`config.mk`:
```
export PLATFORM = sky130hd
export DESIGN_NAME = ifu_fetch_fsm
export DESIGN_NICKNAME = d
export VERILOG_FILES = /design/src/rtl/ifu_fetch_fsm.sv
export SDC_FILE = /design/constraint.sdc
export NUM_CORES = 1
export LEC_CHECK = 0
export CORE_MARGIN = 10
export CORE_UTILIZATION = 40
export CTS_CLUSTER_DIAMETER = 100
export DETAILED_ROUTE_END_ITERATION = 16
export PLACE_DENSITY = 0.89
export SLEW_MARGIN = 20
export SYNTH_ARGS = -nofsm -noshare
export SYNTH_HDL_FRONTEND = slang
export SYNTH_SLANG_ARGS = --single-unit
```
`constraint.sdc`:
```
create_clock -name clk -period 1.5 [get_ports clk]
set_input_delay 0.225 -clock clk [delete_from_list [all_inputs] [get_ports clk]]
set_output_delay 0.225 -clock clk [all_outputs]
set_load 0.01 [all_outputs]
```
`src/rtl/ifu_fetch_fsm.sv`:
```
// ifu_fetch_fsm
// Instruction-fetch controller on the producer side of the IFU->IDU handshake.
// It issues one read per instruction on an address/data memory channel,
// captures the returned word, presents {pc, inst} to the IDU until accepted,
// and then waits for the core's commit and next PC before it fetches again.
// Exactly one instruction is in flight at any time.
//
// All handshake outputs are registers that are updated together with the
// state. Their values therefore depend only on registered state, and there
// is no combinational path from any ready input to a valid output.

module ifu_fetch_fsm #(
    parameter logic [31:0] PC_RESET = 32'h8000_0000,
    parameter int          ADDR_W   = 32,
    parameter int          DATA_W   = 32
) (
    input  logic              clk,
    input  logic              rst,

    // Memory read channel: address phase
    output logic [ADDR_W-1:0] araddr_o,
    output logic              arvalid_o,
    input  logic              arready_i,

    // Memory read channel: data phase
    input  logic [DATA_W-1:0] rdata_i,
    input  logic [1:0]        rresp_i,
    input  logic              rvalid_i,
    output logic              rready_o,

    // IFU -> IDU handshake
    output logic              valid_post_o,
    input  logic              ready_post_i,
    output logic [ADDR_W-1:0] pc_o,
    output logic [DATA_W-1:0] inst_o,

    // Commit feedback from the core
    input  logic              commit_i,
    input  logic [ADDR_W-1:0] next_pc_i,

    // Sticky fetch error flag
    output logic              fetch_err_o
);

    typedef enum logic [2:0] {
        ST_IDLE    = 3'd0,
        ST_AREQ    = 3'd1,
        ST_RDATA   = 3'd2,
        ST_SEND    = 3'd3,
        ST_WCOMMIT = 3'd4,
        ST_ERR     = 3'd5
    } state_t;

    localparam logic [1:0] RESP_OKAY = 2'b00;

    state_t              r_state;
    logic [ADDR_W-1:0]   r_pc;
    logic [DATA_W-1:0]   r_inst;
    logic                r_arvalid;
    logic                r_rready;
    logic                r_valid_post;
    logic                r_fetch_err;

    // Qualified handshake events. Each one is masked by its own output, so
    // a ready or valid that arrives in any other state is ignored.
    logic                w_ar_fire;
    logic                w_r_fire;
    logic                w_post_fire;
    logic                w_commit;

    assign w_ar_fire   = r_arvalid    && arready_i;
    assign w_r_fire    = r_rready     && rvalid_i;
    assign w_post_fire = r_valid_post && ready_post_i;
    assign w_commit    = (r_state == ST_WCOMMIT) && commit_i;

    // Fetch sequencer: next state, registered handshake outputs, PC and instruction.
    // NOTE: every register here uses non-blocking assignment. All of them then
    // update together at the edge and see the same pre-edge values, which is
    // what keeps the outputs aligned with the state they decode.
    always_ff @(posedge clk) begin
        if (rst) begin
            r_state      <= ST_IDLE;
            r_pc         <= PC_RESET[ADDR_W-1:0];
            r_inst       <= '0;
            r_arvalid    <= 1'b0;
            r_rready     <= 1'b0;
            r_valid_post <= 1'b0;
            r_fetch_err  <= 1'b0;
        end else begin
            case (r_state)
                // One idle cycle after reset, then start the first fetch.
                ST_IDLE: begin
                    r_state   <= ST_AREQ;
                    r_arvalid <= 1'b1;
                end

                // The address is r_pc and does not change while the request is
                // pending. An rvalid in this same cycle is not consumed here,
                // because rready stays low until RDATA.
                ST_AREQ: begin
                    if (w_ar_fire) begin
                        r_state   <= ST_RDATA;
                        r_arvalid <= 1'b0;
                        r_rready  <= 1'b1;
                    end
                end

                // Wait for the read data. An error response parks the FSM in ERR.
                ST_RDATA: begin
                    if (w_r_fire) begin
                        r_rready <= 1'b0;
                        if (rresp_i == RESP_OKAY) begin
                            r_inst       <= rdata_i;
                            r_state      <= ST_SEND;
                            r_valid_post <= 1'b1;
                        end else begin
                            r_fetch_err  <= 1'b1;
                            r_state      <= ST_ERR;
                        end
                    end
                end

                // Hold valid, pc and inst until the IDU accepts the instruction.
                ST_SEND: begin
                    if (w_post_fire) begin
                        r_state      <= ST_WCOMMIT;
                        r_valid_post <= 1'b0;
                    end
                end

                // The next fetch address comes from the core when it commits.
                // It is used unchanged; alignment is the core's concern.
                ST_WCOMMIT: begin
                    if (w_commit) begin
                        r_pc      <= next_pc_i;
                        r_state   <= ST_AREQ;
                        r_arvalid <= 1'b1;
                    end
                end

                // Dead end until reset. All handshake outputs were already
                // cleared on the way in.
                ST_ERR: begin
                    r_state <= ST_ERR;
                end

                default: begin
                    r_state      <= ST_IDLE;
                    r_arvalid    <= 1'b0;
                    r_rready     <= 1'b0;
                    r_valid_post <= 1'b0;
                end
            endcase
        end
    end

    assign araddr_o     = r_pc;
    assign arvalid_o    = r_arvalid;
    assign rready_o     = r_rready;
    assign valid_post_o = r_valid_post;
    assign pc_o         = r_pc;
    assign inst_o       = r_inst;
    assign fetch_err_o  = r_fetch_err;

    // Handshake stability: a pending request or presentation must not be withdrawn or altered.
    a_ar_stable : assert property (@(posedge clk) disable iff (rst)
        (arvalid_o && !arready_i) |=> (arvalid_o && $stable(araddr_o)));

    a_post_stable : assert property (@(posedge clk) disable iff (rst)
        (valid_post_o && !ready_post_i) |=> (valid_post_o && $stable(pc_o) && $stable(inst_o)));

    a_onehot_hs : assert property (@(posedge clk) disable iff (rst)
        $onehot0({arvalid_o, rready_o, valid_post_o}));

endmodule

```
# Word-level counts from Yosys, hierarchy flattened
# Index checks and enable logic that the tools add are counted.
[totals]
register_bits = 71
latch_bits = 0
mem_bits_rw = 0
rom_bits = 0
in_bits = 72
elab_cells = 53
n_memories = 0
[classes]
n_addsub = 0
multipliers = 0
div = 0
magnitude_cmp = 0
eq_ne = 10
n_shift = 0
mux = 16
n_bitwise = 4
n_reduce_logical = 16
[op_table]
columns = ["op", "n"]
rows = [
  ["$pmux W3 S6", 1],
  ["$mux W3", 5],
  ["$reduce_and A3 Y1", 4],
  ["$ne A2 B2 Y1 const B", 5],
  ["$reduce_and A4 Y1", 2],
  ["$reduce_or A4 Y1", 2],
  ["$mux W1", 7],
  ["$eq A3 B2 Y1 const B", 2],
  ["$eq A3 B3 Y1 const B", 2],
  ["$pmux W1 S3", 2],
  ["$logic_and A1 B1 Y1", 4],
  ["$not A1 Y1", 4],
  ["$pmux W1 S4", 1],
  ["$eq A3 B1 Y1 const B", 1],
  ["$logic_not A3 Y1", 1],
  ["$reduce_or A3 Y1", 1],
  ["$logic_not A2 Y1", 1],
  ["$reduce_and A2 Y1", 1],
]

# Logic depth before layout (Yosys ltp)
[depth]
depth_word = 4
ltp_mapped = 6

# Worst setup path after synthesis
# Ideal clock, no wire load.
[synth_path]
kind = "register -> register"
from = "reg r_rready (netlist: rready_o)"
to = "reg r_inst[0] (netlist: inst_o[0])"
t_arrival_ns = 1.192
required_time_ns = 1.428
slack_ns = 0.236
path_stages_with_launch = 6
period_less_slack_ns = 1.264
path_cell_list = "dfxtp_1 nand2_1 and3b_1 buf_6 buf_12 mux2i_1"
[synth_via]
elab_chain_len = 2
[synth_rtl]
columns = ["item", "line_no", "rtl"]
rows = [
  ["start, declared", "60", "logic r_rready;"],
  ["start signal, assigned", "86", "r_rready <= 1'b0;"],
  ["start signal, assigned", "104", "r_rready <= 1'b1;"],
  ["start signal, assigned", "111", "r_rready <= 1'b0;"],
  ["$logic_and A1 B1 Y1", "72", "assign w_r_fire = r_rready && rvalid_i;"],
  ["$reduce_and A3 Y1 (no line)", "--", ""],
  ["end signal, assigned", "113", "r_inst <= rdata_i;"],
  ["end, declared", "58", "logic [DATA_W-1:0] r_inst;"],
]
# No other way between the ends.
# A chain may end at the register's enable or synchronous reset.

# Worst setup path in the final report
[layout_path]
from = "reg r_inst[17] (netlist: inst_o[17])"
to = "out inst_o[17]"
[layout_rtl]
columns = ["item", "line_no", "rtl"]
rows = [
  ["end, declared", "35", "output logic [DATA_W-1:0] inst_o,"],
]
# No word-level cell between the ends.

==> flow_summary_export.csv <==
group,metric,value,unit
layout,final_cell_area,0.00527,mm^2
die,start_util,41.2,%
worst_hold_path,worstHoldStart,"rst",
logic_synthesis,synth-compound-area-share,9.12,%
die,dieWidth,112,um
worst_setup_path,r2r_cells,4,
die,die-height,112,um
timing,period_share,97.1,%
worst_setup_path,endpoint,"inst_o[17]",
global_routing,first_global_vias,3063,
drt,top_layer,"met4",
layout,final_cell_count_no_fill,618,
placed_design,port_buffers,171,
global_routing,grt.total_usage,15.4,%
clock_network,holdBufCountCts,0,
clock_network,cts_buffers,9,
drt,viasPerCell,4.67,
logic_synthesis,yosys-top-cells-count,"dfxtp_1, nand2b_1, nand2_1, buf_4, mux2i_1",
logic_synthesis,netlist.area_leader.share,41.8,%
die,design.portCount,172,
logic_synthesis,synthArstFlopShare,0,%
timing,rsz0062_at_grt,"false",
logic_synthesis,syn_avg_cell_area,9.32,um^2
worst_setup_path,reg2reg_slack,0.10,ns
worst_setup_path,cp_max_fo,2,
logic_synthesis,synth_top_family_by_area,"simple AND/OR/NAND/NOR gates",
worst_setup_path,worstSetupStartpointType,"flip-flop",
layout,fillers,740,
drt,drt_wl_total,10000,um
worst_setup_path,cp.depth,1,
placed_design,dpl-instance-area,0.00499,mm^2
logic_synthesis,yosys-top-cells-area,"dfxtp_1, nand2b_1, mux2i_1, buf_4, nand2_1",
logic_synthesis,syn_nets,437,
timing,setup_viol,0,
drt,wl_met1,3530,um
drt,num_vias,2887,
worst_setup_path,cp_data_arrival_time,1.23,ns
layout,ff_latch_area,0.00142,mm^2
drt,post-route-drc-count,0,
timing,finClkSkew,0.00815,ns
worst_setup_path,crit_path_cell_trace,"clkdlybuf4s50_1",
worst_setup_path,startpoint,"inst_o[17]",
global_routing,grt_pass1_wl,16000,um
global_routing,grt_max_degree,43,
clock_network,cts.clk_slew.worst_paths,0.07,ns
pwr,p_leak,2.86,nW
logic_synthesis,netlist_instances,365,
worst_setup_path,worstPathRequired,1.27,ns
placed_design,pre_cts_ws,-0.120,ns
logic_synthesis,synth_edf_count,0,
logic_synthesis,synth.area.mux_share,9.41,%
timing,fin_crit,1.46,ns
clock_network,cts-root-buf,"clkbuf_8",
die,fp.coreArea,0.00826,mm^2
drt,drt_iter0_markers,78,
pwr,power_density,728,mW/mm^2
drt,wl_met3,652,um
logic_synthesis,yosys.area_share.adder,0,%
logic_synthesis,synth-seq-cells,71,
drt,routedWlPerCell,16.2,um
worst_setup_path,critPathBufInv,1,
global_routing,antenna_found_initial,0,
logic_synthesis,synth_xor_area_share,0,%
clock_network,cts_num_sinks,71,
layout,syn2layout_area_growth,54.9,%
global_routing,overflow,0,
layout,nets,580,
worst_setup_path,worstSetupPathType,"flip-flop to output port",
layout,num_antenna_cells,0,
timing,finalHoldViolCount,0,
clock_network,cts-htree-levels,3,
logic_synthesis,synthFlopType,"dfxtp_1",
clock_network,cts_tree,"done",
run,maxCapViolCount,0,
worst_setup_path,critPathSlowestCell,"clkdlybuf4s50_1",
logic_synthesis,ys_seq_area_share,41.8,%
drt,ant_nets,0,
placed_design,hpwlAfterDp,7730,um
clock_network,clockBufferDepth,2,
timing,slew_violations,0,
logic_synthesis,netlist.top_cell.by_area,"dfxtp_1",
layout,drive_above_1_share,15.4,%
pwr,ir_worst_vdd,0.000409,V
layout,multi_input_area,0.00154,mm^2
logic_synthesis,synth_cell_types,36,
die,die-area,0.0126,mm^2
clock_network,clock_latency,0.34,ns
logic_synthesis,synth.most_common_cell,"dfxtp_1",
timing,fmax,687,MHz
placed_design,dp.cells,602,
clock_network,post_cts_buffers,0,
timing,worst_slew_pin_slew,0.366,ns
logic_synthesis,yosys.area_share.simple,26.7,%
logic_synthesis,syn_area,0.00340,mm^2
worst_setup_path,critPathTopFamily,"buffers and inverters",
drt,wl_met2,5660,um
drt,first_pass_iters,4,
die,num_rows,33,
timing,relSlewSlack,75.6,%
worst_setup_path,crit_path_end_kind,"output port",
worst_setup_path,r2r-start,"r_state[0]",
logic_synthesis,ys_warn_count,0,
worst_hold_path,worstHoldPathType,"primary input to flip-flop",
worst_setup_path,slowest_delay,0.56,ns
worst_setup_path,rr_endpoint,"inst_o[20]",
run_status,status,"finished clean",
timing,fin_ws,0.0440,ns
placed_design,gp_congestion,0.859,
[what timing repair did]
| item | 4_1_cts | 5_1_grt |
|---|---|---|
| endpoints found under the setup margin | 44 | 51 |
| pin swaps | 0 | 0 |
| cloned | 0 | 0 |
| gates resized for setup | 38 | 51 |
[stage by stage]
step | setup TNS, ns | hold slack (ns) | utilization, % | power, W
2_1_floorplan | 0 | 0.349 | - | 0.00210
3_3_place_gp | -1.40 | 0.457 | 60.4 | 0.00236
3_5_place_dp | -3.32 | 0.464 | 60.4 | 0.00237
4_1_cts | 0 | 0.276 | 62.3 | 0.00389
5_1_grt | 0 | 0.302 | 63.8 | 0.00402
6_report | 0 | 0.286 | 63.8 | 0.00384
[cell families (layout without fill, tap and decap cells)]
group / Yosys count / count (layout)
flops: 71 / 71
mux: 32 / 32
compound gates: 42 / 42
simple gates: 162 / 162
buf+inv: 58 / 206
[per-layer routing]
layer	GRT usage, %	vias up
met4	5.50	0
met1	15.1	1347
met5	0	-
li1	-	1441
met3	5.27	13
met2	29.2	86
[registers in the layout (all words and copies together) (netlist names)]
name / count
rready_o: 1
araddr_o: 32
arvalid_o: 1
valid_post_o: 1
r_state: 3
inst_o: 32
fetch_err_o: 1
[cell usage in the layout, fill, tap and decap left out, drive strengths merged, types with 2 or more instances in the layout]
master	count
nand3b	2
a21oi	33
buf	20
nor2b	2
nor2	5
clkdlybuf4s50	82
nand4b	2
dlymetal6s2s	51
mux2i	32
dlygate4sd2	37
nand2b	67
clkinv	3
clkbuf	10
or3b	2
nand3	5
clkinvlp	2
dfxtp	71
nand4	2
nand2	68
[power breakdown]
group	leakage, nW	switching (W)	internal (W)	total (W)
registers	0.573	0.0000186	0.00190	0.00192
clock network	0.0981	0.000706	0.000804	0.00151
logic	2.19	0.000140	0.000269	0.000409
total	2.86	0.000864	0.00297	0.00384
[area by class of cell]
class	instances	share of cell area [%]
well taps	105	2.49
multi-input cells	236	29.2
repair buffers	190	37.6
clock buffers	10	2.61
flip-flops and latches	71	27.0
clock inverters	6	1.14
[worst min-delay path by stage]
stage / end / slack (ns) / depth (start not counted)
after CTS: fetch_err_o / 0.28 / 2
after global placement: inst_o[25] / 0.46 / 2
after floorplan: araddr_o[31] / 0.35 / 2
final: fetch_err_o / 0.29 / 2
after global routing: araddr_o[24] / 0.30 / 2
after detailed placement: fetch_err_o / 0.46 / 2
[worst reg2reg max path, cell delays in order (launching register included)]
cell and delay [ns]:
dfxtp_1 0.39, nor3b_2 0.21, and3b_2 0.23, buf_12 0.24
mux2i_1 0.25
No activity file was read; power rests on OpenSTA's default activity.
